$ cat src/rtl/pc_sequencer_irq_if.sv
// Control/result bundle between the decoder/FSM (master) and the PC sequencer (slave).
interface pc_sequencer_irq_if #(
  parameter int WIDTH   = 32,
  parameter int NUM_IRQ = 4
);
  localparam int ID_W = (NUM_IRQ > 1) ? $clog2(NUM_IRQ) : 1;

  logic               stall;
  logic               branch_taken;
  logic [15:0]        branch_imm;
  logic               jump_en;
  logic [WIDTH-1:0]   jump_target;
  logic               jr_en;
  logic [WIDTH-1:0]   jr_target;
  logic               eret;
  logic               irq_enable;
  logic [NUM_IRQ-1:0] irq_req;

  logic [WIDTH-1:0]   pc;
  logic [WIDTH-1:0]   pc_plus4;
  logic [WIDTH-1:0]   epc;
  logic [NUM_IRQ-1:0] irq_pending;
  logic               irq_active;
  logic [ID_W-1:0]    irq_id;
  logic [NUM_IRQ-1:0] irq_ack;

  modport master (
    output stall, branch_taken, branch_imm, jump_en, jump_target,
           jr_en, jr_target, eret, irq_enable, irq_req,
    input  pc, pc_plus4, epc, irq_pending, irq_active, irq_id, irq_ack
  );

  modport slave (
    input  stall, branch_taken, branch_imm, jump_en, jump_target,
           jr_en, jr_target, eret, irq_enable, irq_req,
    output pc, pc_plus4, epc, irq_pending, irq_active, irq_id, irq_ack
  );
endinterface

$ cat src/rtl/pc_sequencer_irq.sv
// Next-PC sequencer with a vectored, lowest-index-first, non-nesting interrupt controller.
module pc_sequencer_irq #(
  parameter int               WIDTH         = 32,
  parameter int               NUM_IRQ       = 4,
  parameter logic [WIDTH-1:0] RESET_PC      = '0,
  parameter logic [WIDTH-1:0] VECTOR_BASE   = WIDTH'(32'h100),
  parameter int               VECTOR_STRIDE = 16
) (
  input  logic                clk,
  input  logic                reset,
  pc_sequencer_irq_if.slave   bus
);
  localparam int ID_W = (NUM_IRQ > 1) ? $clog2(NUM_IRQ) : 1;

  typedef enum logic {ST_RUN, ST_ISR} state_t;

  state_t             r_state;
  logic [WIDTH-1:0]   r_pc;
  logic [WIDTH-1:0]   r_epc;
  logic [NUM_IRQ-1:0] r_pending;
  logic [NUM_IRQ-1:0] r_reqPrev;
  logic               r_active;
  logic [ID_W-1:0]    r_id;
  logic [NUM_IRQ-1:0] r_ack;

  state_t             w_stateNext;
  logic [WIDTH-1:0]   w_pcNext;
  logic [WIDTH-1:0]   w_epcNext;
  logic [NUM_IRQ-1:0] w_pendingNext;
  logic               w_activeNext;
  logic [ID_W-1:0]    w_idNext;
  logic [NUM_IRQ-1:0] w_ackNext;

  logic [WIDTH-1:0]   w_pcPlus4;
  logic [WIDTH-1:0]   w_immExt;
  logic [WIDTH-1:0]   w_seqNext;
  logic [NUM_IRQ-1:0] w_edges;
  logic [ID_W-1:0]    w_winId;
  logic [WIDTH-1:0]   w_vector;

  assign w_pcPlus4 = r_pc + WIDTH'(4);
  assign w_immExt  = WIDTH'($signed(bus.branch_imm));
  assign w_edges   = bus.irq_req & ~r_reqPrev;
  assign w_vector  = VECTOR_BASE + (WIDTH'(w_winId) * WIDTH'(VECTOR_STRIDE));

  always_comb begin
    w_seqNext = w_pcPlus4;
    if (bus.jr_en)             w_seqNext = bus.jr_target;
    else if (bus.jump_en)      w_seqNext = bus.jump_target;
    else if (bus.branch_taken) w_seqNext = w_pcPlus4 + (w_immExt << 2);
  end

  // Scan downwards so the lowest pending index is the last one written.
  always_comb begin
    w_winId = '0;
    for (int i = NUM_IRQ - 1; i >= 0; i--) begin
      if (r_pending[i]) w_winId = ID_W'(i);
    end
  end

  always_comb begin
    w_stateNext  = r_state;
    w_pcNext     = r_pc;
    w_epcNext    = r_epc;
    w_activeNext = r_active;
    w_idNext     = r_id;
    w_ackNext    = '0;
    case (r_state)
      ST_RUN: begin
        if (!bus.stall) begin
          if (bus.irq_enable && (|r_pending)) begin
            w_epcNext    = w_seqNext;
            w_pcNext     = w_vector;
            w_ackNext    = NUM_IRQ'(1) << w_winId;
            w_idNext     = w_winId;
            w_activeNext = 1'b1;
            w_stateNext  = ST_ISR;
          end else begin
            w_pcNext = w_seqNext;
          end
        end
      end
      ST_ISR: begin
        if (!bus.stall) begin
          if (bus.eret) begin
            w_pcNext     = r_epc;
            w_activeNext = 1'b0;
            w_stateNext  = ST_RUN;
          end else begin
            w_pcNext = w_seqNext;
          end
        end
      end
      default: w_stateNext = ST_RUN;
    endcase
    // A fresh edge in the ack cycle re-arms the channel.
    w_pendingNext = (r_pending & ~w_ackNext) | w_edges;
  end

  always_ff @(posedge clk) begin
    // History follows the input even in reset so a level held across release is not an edge.
    r_reqPrev <= bus.irq_req;
    if (reset) begin
      r_state   <= ST_RUN;
      r_pc      <= RESET_PC;
      r_epc     <= '0;
      r_pending <= '0;
      r_active  <= 1'b0;
      r_id      <= '0;
      r_ack     <= '0;
    end else begin
      r_state   <= w_stateNext;
      r_pc      <= w_pcNext;
      r_epc     <= w_epcNext;
      r_pending <= w_pendingNext;
      r_active  <= w_activeNext;
      r_id      <= w_idNext;
      r_ack     <= w_ackNext;
    end
  end

  assign bus.pc          = r_pc;
  assign bus.pc_plus4    = w_pcPlus4;
  assign bus.epc         = r_epc;
  assign bus.irq_pending = r_pending;
  assign bus.irq_active  = r_active;
  assign bus.irq_id      = r_id;
  assign bus.irq_ack     = r_ack;
endmodule

$ cat src/flat_wrapper.sv
// flat-port wrapper written by rule: the top's interface ports become plain ports
module pc_sequencer_irq_flat 
#(
  parameter int               WIDTH         = 32,
  parameter int               NUM_IRQ       = 4,
  parameter logic [WIDTH-1:0] RESET_PC      = '0,
  parameter logic [WIDTH-1:0] VECTOR_BASE   = WIDTH'(32'h100),
  parameter int               VECTOR_STRIDE = 16
)
  (clk, reset, bus_stall, bus_branch_taken, bus_branch_imm, bus_jump_en, bus_jump_target, bus_jr_en, bus_jr_target, bus_eret, bus_irq_enable, bus_irq_req, bus_pc, bus_pc_plus4, bus_epc, bus_irq_pending, bus_irq_active, bus_irq_id, bus_irq_ack);
  pc_sequencer_irq_if #(.WIDTH(WIDTH), .NUM_IRQ(NUM_IRQ)) bus_i ();
  input  logic clk;
  input  logic reset;
  input wire logic [$bits(bus_i.stall)-1:0] bus_stall;
  input wire logic [$bits(bus_i.branch_taken)-1:0] bus_branch_taken;
  input wire logic [$bits(bus_i.branch_imm)-1:0] bus_branch_imm;
  input wire logic [$bits(bus_i.jump_en)-1:0] bus_jump_en;
  input wire logic [$bits(bus_i.jump_target)-1:0] bus_jump_target;
  input wire logic [$bits(bus_i.jr_en)-1:0] bus_jr_en;
  input wire logic [$bits(bus_i.jr_target)-1:0] bus_jr_target;
  input wire logic [$bits(bus_i.eret)-1:0] bus_eret;
  input wire logic [$bits(bus_i.irq_enable)-1:0] bus_irq_enable;
  input wire logic [$bits(bus_i.irq_req)-1:0] bus_irq_req;
  output wire logic [$bits(bus_i.pc)-1:0] bus_pc;
  output wire logic [$bits(bus_i.pc_plus4)-1:0] bus_pc_plus4;
  output wire logic [$bits(bus_i.epc)-1:0] bus_epc;
  output wire logic [$bits(bus_i.irq_pending)-1:0] bus_irq_pending;
  output wire logic [$bits(bus_i.irq_active)-1:0] bus_irq_active;
  output wire logic [$bits(bus_i.irq_id)-1:0] bus_irq_id;
  output wire logic [$bits(bus_i.irq_ack)-1:0] bus_irq_ack;
  assign bus_i.stall = bus_stall;
  assign bus_i.branch_taken = bus_branch_taken;
  assign bus_i.branch_imm = bus_branch_imm;
  assign bus_i.jump_en = bus_jump_en;
  assign bus_i.jump_target = bus_jump_target;
  assign bus_i.jr_en = bus_jr_en;
  assign bus_i.jr_target = bus_jr_target;
  assign bus_i.eret = bus_eret;
  assign bus_i.irq_enable = bus_irq_enable;
  assign bus_i.irq_req = bus_irq_req;
  assign bus_pc = bus_i.pc;
  assign bus_pc_plus4 = bus_i.pc_plus4;
  assign bus_epc = bus_i.epc;
  assign bus_irq_pending = bus_i.irq_pending;
  assign bus_irq_active = bus_i.irq_active;
  assign bus_irq_id = bus_i.irq_id;
  assign bus_irq_ack = bus_i.irq_ack;
  pc_sequencer_irq #(.WIDTH(WIDTH), .NUM_IRQ(NUM_IRQ), .RESET_PC(RESET_PC), .VECTOR_BASE(VECTOR_BASE), .VECTOR_STRIDE(VECTOR_STRIDE)) u_core (.clk(clk), .reset(reset), .bus(bus_i));
endmodule
$ cat config.mk
export PLATFORM = sky130hd
export DESIGN_NAME = pc_sequencer_irq_flat
export DESIGN_NICKNAME = d
export VERILOG_FILES = /design/src/rtl/pc_sequencer_irq_if.sv /design/src/rtl/pc_sequencer_irq.sv /design/src/flat_wrapper.sv
export SDC_FILE = /design/constraint.sdc
export NUM_CORES = 1
export LEC_CHECK = 0
export ABC_AREA = 1
export CORE_ASPECT_RATIO = 1.75
export CORE_MARGIN = 5
export CORE_UTILIZATION = 27
export DETAILED_ROUTE_END_ITERATION = 12
export PLACE_DENSITY = 0.47
export SYNTH_ARGS = -nofsm -noshare
export SYNTH_HDL_FRONTEND = slang
export SYNTH_SLANG_ARGS = --single-unit
$ cat constraint.sdc
create_clock -name clk -period 4.24 [get_ports clk]
set_clock_uncertainty 0.2 [all_clocks]
set_input_delay 0.848 -clock clk [delete_from_list [all_inputs] [get_ports clk]]
set_output_delay 0.848 -clock clk [all_outputs]
set_load 0.01 [all_outputs]
==> flow_metrics.env, run 1 <==
export IMPL_outcome="complete, no violations"
export IMPL_start_util_pct=27.2
export IMPL_finalPower_mw=2.53
export IMPL_final_antenna_net_count=0
export IMPL_die_y_um=226
export IMPL_die_x_um=133
export IMPL_clk_latency_ns=0.34
export IMPL_synth_area_mm2=0.00719
export IMPL_drive_gt1_share_pct=4.79
export IMPL_min_period_ns=3.88
export IMPL_synth_edf_count=0
export IMPL_max_freq_ghz=0.257
export IMPL_hold_depth=2
export IMPL_worstRegToRegCells=22
export IMPL_coreArea_mm2=0.0265
export IMPL_path_class="reg2reg"
export IMPL_clkTransAtPathRegs_ns=0.06
export IMPL_synth_fp_nets=1385
export IMPL_cts_hold_buf=0
export IMPL_grt_pass1_wl_um=48200
export IMPL_setup_violations=0
export IMPL_clock_sinks=80
export IMPL_setup_tns_ns=0
export IMPL_root_buffer="clkbuf_16"
export IMPL_cts_setup_buffers=0
export IMPL_critPathMaxFanout=5
export IMPL_via_count=8356
export IMPL_grt_start_max_net_pins=49
export IMPL_p_per_area_mw_per_mm2=259
export IMPL_io_buffers=198
export IMPL_grt_ovfl_total=0
export IMPL_synth_main_ff_cell="dfxtp_1"
export IMPL_synth_area_per_cell_um2=5.73
export IMPL_area_delta_synth_final_pct=35.8
export IMPL_dpl_cell_area_mm2=0.00949
export IMPL_globalplace_congestion=0.948
export IMPL_synth_cell_type_count=47
export IMPL_most_common_layout_cells="388 x nand2_1, 205 x inv_1, 196 x clkdlybuf4s50_1, 133 x nor2_1, 92 x a21oi_1"
export IMPL_final_nets=1566
export IMPL_worstPathCellList="ha_1 > nand2_2 > nor2_4 > nand2_2 > nor3_4 > nand3_1 > nand2_1 > inv_1 > ha_1 > nand2_1 > nor2_1 > nand2_1 > nor2_1 > nand2_1 > nand2_1 > nand2_1 > nand3_1 > nand3_1 > nand2_1 > nand2_1 > o21ai_0 > inv_1"
export IMPL_antenna_found_initial=2
export IMPL_drv_slew=0
export IMPL_critPathLaunchType="register"
export IMPL_finalHoldViolCount=0
export IMPL_yosysWarnings=0
export IMPL_rsz0062_at_grt="no"
export IMPL_cp_required_ns=4.26
export IMPL_worst_slew_pin_slew_ns=0.774
export IMPL_post_route_drc_count=0
export IMPL_row_count=79
export IMPL_min_path_type="reg2reg"
export IMPL_grt_pass1_vias=8411
export IMPL_path_common_cell="nand2_1"
export IMPL_final_common_cell="nand2_1"
export IMPL_drtIter0Drc=485
export IMPL_cts_htree_levels=3
export IMPL_synthesis_instances=1256
export IMPL_dieArea_mm2=0.0301
export IMPL_fin_crit_sh_pct=91.6
export IMPL_num_fill_cells=3023
export IMPL_cp_slowest_stage_delay_ns=0.44
export IMPL_vias_per_cell=4.73
export IMPL_maxCapViolations=0
export IMPL_worst_setup_path_end_kind="register"
export IMPL_drt_first_pass_iters=5
export IMPL_ir_worst_vdd_uv=197
export IMPL_dp_hpwl_um=26800
export IMPL_async_flop_share_pct=0
export IMPL_fin_area_mm2=0.00977
export IMPL_ys_ff_latch=80
export IMPL_wire_per_inst_um=18.1
export IMPL_max_slew_margin_pct=48.3
export IMPL_pin_count=199
export IMPL_cts_inserted_buffers=9
export IMPL_cp_data_arrival_time_ns=3.91
export IMPL_wirelength_um=32100
export IMPL_holdWs_ns=0.265
export IMPL_clk_path_buf_depth=2
export IMPL_cts_resized=0
export IMPL_seq_area_frac_synth_pct=22.3
export IMPL_cp_slowest_cell="ha_1"
export IMPL_leakage_nw=4.67
export IMPL_cts_tree="yes"
export IMPL_gr_usage_all_layers_pct=20.7
==> metrics by stage <==
stage	worst slack, ns	util, %	cells
floorplan	1.05	-	1256
global placement	0.180	35.8	1750
detailed placement	0.287	35.8	1750
CTS	0.374	36.9	1766
global route	0.0749	36.9	1768
finish	0.356	36.9	1768
==> sequential cells by signal (all words and copies together) (netlist names) <==
| signal | flops |
|---|---|
| u_core.bus.epc | 32 |
| u_core.bus.pc | 32 |
| u_core.bus.irq_ack | 4 |
| u_core.bus.irq_pending | 4 |
| u_core.r_reqPrev | 4 |
| u_core.bus.irq_id | 2 |
| u_core.bus.irq_active | 1 |
| u_core.r_state | 1 |
==> layout make-up <==
| class | count | area (um2) | area share [%] |
|---|---|---|---|
| inverters | 211 | 792 | 8.11 |
| clock inverters | 6 | 43.8 | 0.448 |
| clock buffers | 10 | 229 | 2.34 |
| multi-input cells | 921 | 4600 | 47.1 |
| well taps | 324 | 405 | 4.15 |
| flip-flops and latches | 80 | 1600 | 16.4 |
| diodes | 2 | 5.00 | 0.0512 |
| repair buffers | 214 | 2090 | 21.4 |
==> worst max-delay path: cells and delay by family, from the launching register on <==
kind	cells	cell delay, ns
buffers and inverters	2	0.17
AO/OA/AOI/OAI	1	0.14
flip-flops	1	0.41
AND/OR/NAND/NOR	17	2.16
adder cells (fa/ha/maj)	2	0.67
==> worst paths after layout <==
check                                      startpoint                    end  slack [ns]
worst max-delay path                 u_core.bus.pc[2]     u_core.bus.epc[28]        0.36
worst min-delay path            u_core.bus.irq_active  u_core.bus.irq_active        0.27
worst max register to register       u_core.bus.pc[2]     u_core.bus.epc[28]        0.36
worst min register to register  u_core.bus.irq_active  u_core.bus.irq_active        0.27
==> kinds of logic (layout without fill, tap and decap cells) <==
kind of cell             count (synthesis)  in the layout  synth area share [%]
other                                    0              2                     0
XOR/XNOR                                30             30                  3.86
AO/OA/AOI/OAI                          214            214                  16.4
flip-flops                              80             80                  22.3
AND/OR/NAND/NOR                        640            640                  37.2
adder cells (fa/ha/maj)                 37             37                  6.54
buffers and inverters                  255            441                  13.8
==> where the power goes <==
part	total, mW	switching, mW	internal (mW)
logic	0.944	0.547	0.397
clock network	0.721	0.322	0.399
registers	0.861	0.0568	0.805
total	2.53	0.926	1.60
==> Yosys cell counts (5+ instances only) <==
cell type	instances	share of area, %
o211ai_1	5	0.52
inv_2	5	0.26
o21ai_1	16	1.1
a31oi_1	6	0.52
o22ai_1	16	1.4
xor2_1	22	2.7
nand2_1	388	20
nor3_1	7	0.49
clkbuf_1	26	1.4
o21ai_0	57	4.0
xnor2_1	6	0.73
inv_1	205	11
buf_2	9	0.63
ha_1	36	6.3
o21bai_1	7	0.73
a21oi_1	92	6.4
nand4_1	12	1.0
nor2_4	7	1.1
dfxtp_1	80	22
nand3_1	68	4.7
nor2_1	133	6.9
nand2_2	7	0.61
==> metal layers <==
layer | track usage (%) | vias to the layer above | part of all wire [%]
met3 | 2.10 | 53 | 3.0
li1 | - | 4317 | -
met4 | 9.07 | 0 | 4.1
met5 | 0 | - | 0
met1 | 22.7 | 3794 | 39
met2 | 40.0 | 192 | 54
Note: power is estimated with default switching activity, not from simulation.
==> run 2: changes to the inputs <==
--- a/config.mk
+++ b/config.mk
@@ -11,6 +11,7 @@
 export CORE_UTILIZATION = 27
 export DETAILED_ROUTE_END_ITERATION = 12
 export PLACE_DENSITY = 0.47
+export SETUP_SLACK_MARGIN = 0.05
 export SYNTH_ARGS = -nofsm -noshare
 export SYNTH_HDL_FRONTEND = slang
 export SYNTH_SLANG_ARGS = --single-unit
==> results of run 2 <==
Same layout as run 1: the final DEF is identical, and so are final timing and power.
==> run 3: changes to the inputs <==
--- a/config.mk
+++ b/config.mk
@@ -10,6 +10,7 @@
 export CORE_MARGIN = 5
 export CORE_UTILIZATION = 27
 export DETAILED_ROUTE_END_ITERATION = 12
+export GPL_TIMING_DRIVEN = 0
 export PLACE_DENSITY = 0.47
 export SETUP_SLACK_MARGIN = 0.05
 export SYNTH_ARGS = -nofsm -noshare
==> run 3 against run 2 <==
Global-route usage increased by 1.1 points. Sequential cell count unchanged. Die area unchanged. Sequential power about the same. Count of clock-buffer cells in the layout decreased by 1. Register-to-register slack got worse by 0.11 ns. Design area increased by 1.4%. Worst hold slack improved by 0.014 ns. First-iteration DRC count decreased by 3.7%. Utilization increased by 0.52 points. Critical path depth decreased by 1. Cell count increased by 1.4%. Largest cell class unchanged. Largest power group unchanged.
==> flow_metrics.env, run 3 (synthesis gave the netlist of run 1 again) <==
export IMPL_p_sw_mw=0.987
export IMPL_pin_count=199
export IMPL_drive_gt1_share_pct=5.25
export IMPL_cts_setup_buffers=0
export IMPL_ir_worst_vdd_uv=257
export IMPL_die_y_um=226
export IMPL_clk_path_buf_depth=2
export IMPL_outcome="complete, no violations"
export IMPL_post_route_drc_count=0
export IMPL_fin_crit_sh_pct=94.3
export IMPL_p_per_area_mw_per_mm2=263
export IMPL_max_slew_margin_pct=33.6
export IMPL_fin_area_mm2=0.00991
export IMPL_worst_slew_pin_slew_ns=0.996
export IMPL_cts_htree_levels=3
export IMPL_clock_sinks=80
export IMPL_io_buffers=195
export IMPL_clkTransAtPathRegs_ns=0.07
export IMPL_dp_slack_ns=-0.379
export IMPL_final_antenna_net_count=0
export IMPL_maxCapViolations=0
export IMPL_root_buffer="clkbuf_16"
export IMPL_dp_hpwl_um=28600
export IMPL_rsz0062_at_grt="yes"
export IMPL_die_x_um=133
export IMPL_leakage_nw=4.71
export IMPL_area_delta_synth_final_pct=37.7
export IMPL_final_common_cell="nand2_1"
export IMPL_antenna_found_initial=2
export IMPL_cts_inserted_buffers=9
export IMPL_critPathLaunchType="register"
export IMPL_min_path_type="reg2reg"
export IMPL_wirelength_um=33400
export IMPL_grt_pass1_vias=8662
export IMPL_cts_tree="yes"
export IMPL_drv_slew=0
export IMPL_grt_start_max_net_pins=23
export IMPL_globalplace_congestion=0.913
export IMPL_clk_latency_ns=0.36
export IMPL_grt_ovfl_total=0
export IMPL_drtIter0Drc=467
export IMPL_p_int_mw=1.62
export IMPL_gr_usage_all_layers_pct=21.8
export IMPL_vias_per_cell=4.75
export IMPL_via_count=8525
export IMPL_start_util_pct=27.2
export IMPL_drt_first_pass_iters=5
export IMPL_setup_violations=0
export IMPL_worst_setup_path_end_kind="register"
export IMPL_holdWs_ns=0.280
export IMPL_cp_data_arrival_time_ns=4.04
export IMPL_cp_required_ns=4.28
export IMPL_combPwrFrac_pct=36.5
export IMPL_cts_hold_buf=0
export IMPL_max_freq_ghz=0.250
export IMPL_dieArea_mm2=0.0301
export IMPL_clkPwrFrac_pct=30.4
export IMPL_critPathMaxFanout=7
export IMPL_dpl_cell_area_mm2=0.00955
export IMPL_wire_per_inst_um=18.6
export IMPL_path_class="reg2reg"
export IMPL_grt_pass1_wl_um=49700
export IMPL_final_nets=1591
export IMPL_p_seq_share_pct=33.1
export IMPL_switching_share_pct=37.9
export IMPL_setup_slack_ns=0.241
export IMPL_most_common_layout_cells="388 x nand2_1, 205 x inv_1, 194 x clkdlybuf4s50_1, 131 x nor2_1, 92 x a21oi_1"
export IMPL_coreArea_mm2=0.0265
export IMPL_row_count=79
export IMPL_min_period_ns=4.00
export IMPL_finalHoldViolCount=0
-- run 3: final timing paths --
check,start,end,slack [ns],depth (start not counted)
max reg2reg,u_core.bus.pc[2],u_core.bus.pc[22],0.24,21
min reg2reg,u_core.bus.irq_id[0],u_core.bus.irq_id[0],0.28,2
min,u_core.bus.irq_id[0],u_core.bus.irq_id[0],0.28,2
max,u_core.bus.pc[2],u_core.bus.pc[22],0.24,21
-- run 3: final cells by class --
class	count	area, um2
antenna	2	5.00
clock inverter	7	67.6
buffer	44	200
tap	324	405
clock buffer	9	225
inverter	211	792
fill	2992	16600
timing repair buffer	195	1950
multi-input combinational	921	4660
sequential	80	1600
-- run 3: critical path, stage by stage (launching register included) --
cell and delay [ns]:
dfxtp_1 0.43, ha_1 0.24, nand2_2 0.09, nor2_4 0.16
inv_2 0.07, nor2_4 0.18, nand4_1 0.17, xor2_2 0.23
ha_1 0.38, nand2_1 0.15, inv_1 0.08, nand3_1 0.10
nor2_2 0.28, nand4_1 0.25, nand3_1 0.13, nand2_1 0.05
nand3_1 0.09, nand3_1 0.15, nand2_1 0.13, nand2_1 0.09
a21oi_1 0.15, nor2_1 0.05
-- run 3: through the flow --
stage               utilization, %  power (mW)  instances  setup TNS [ns]
detailed placement            36.1        1.83       1775           -1.37
CTS                           37.2        2.62       1791               0
finish                        37.4        2.61       1793               0
floorplan                        -        1.38       1256               0
global placement              36.1        1.83       1775           -1.12
global route                  37.4        2.75       1793               0
-- run 3: repair_timing --
item,4_1_cts,5_1_grt
setup endpoints to repair,2,12
gates resized for setup,1,11
hold endpoints to repair,0,0
-- run 3: power by group through the flow --
| stage | clock network, mW | registers (mW) | logic (mW) |
|---|---|---|---|
| after CTS | 0.806 | 0.864 | 0.953 |
| after detailed placement | 0 | 0.881 | 0.948 |
| after global routing | 0.833 | 0.871 | 1.05 |
| final | 0.792 | 0.864 | 0.952 |
| after global placement | 0 | 0.881 | 0.947 |
| after floorplan | 0 | 0.883 | 0.493 |
-- run 3: metal layers --
layer  global-route usage (%)  share of wire, %
met1                     21.9                36
met4                     11.5               5.2
met2                     43.4                55
met5                        0                 0
met3                     2.27               3.2
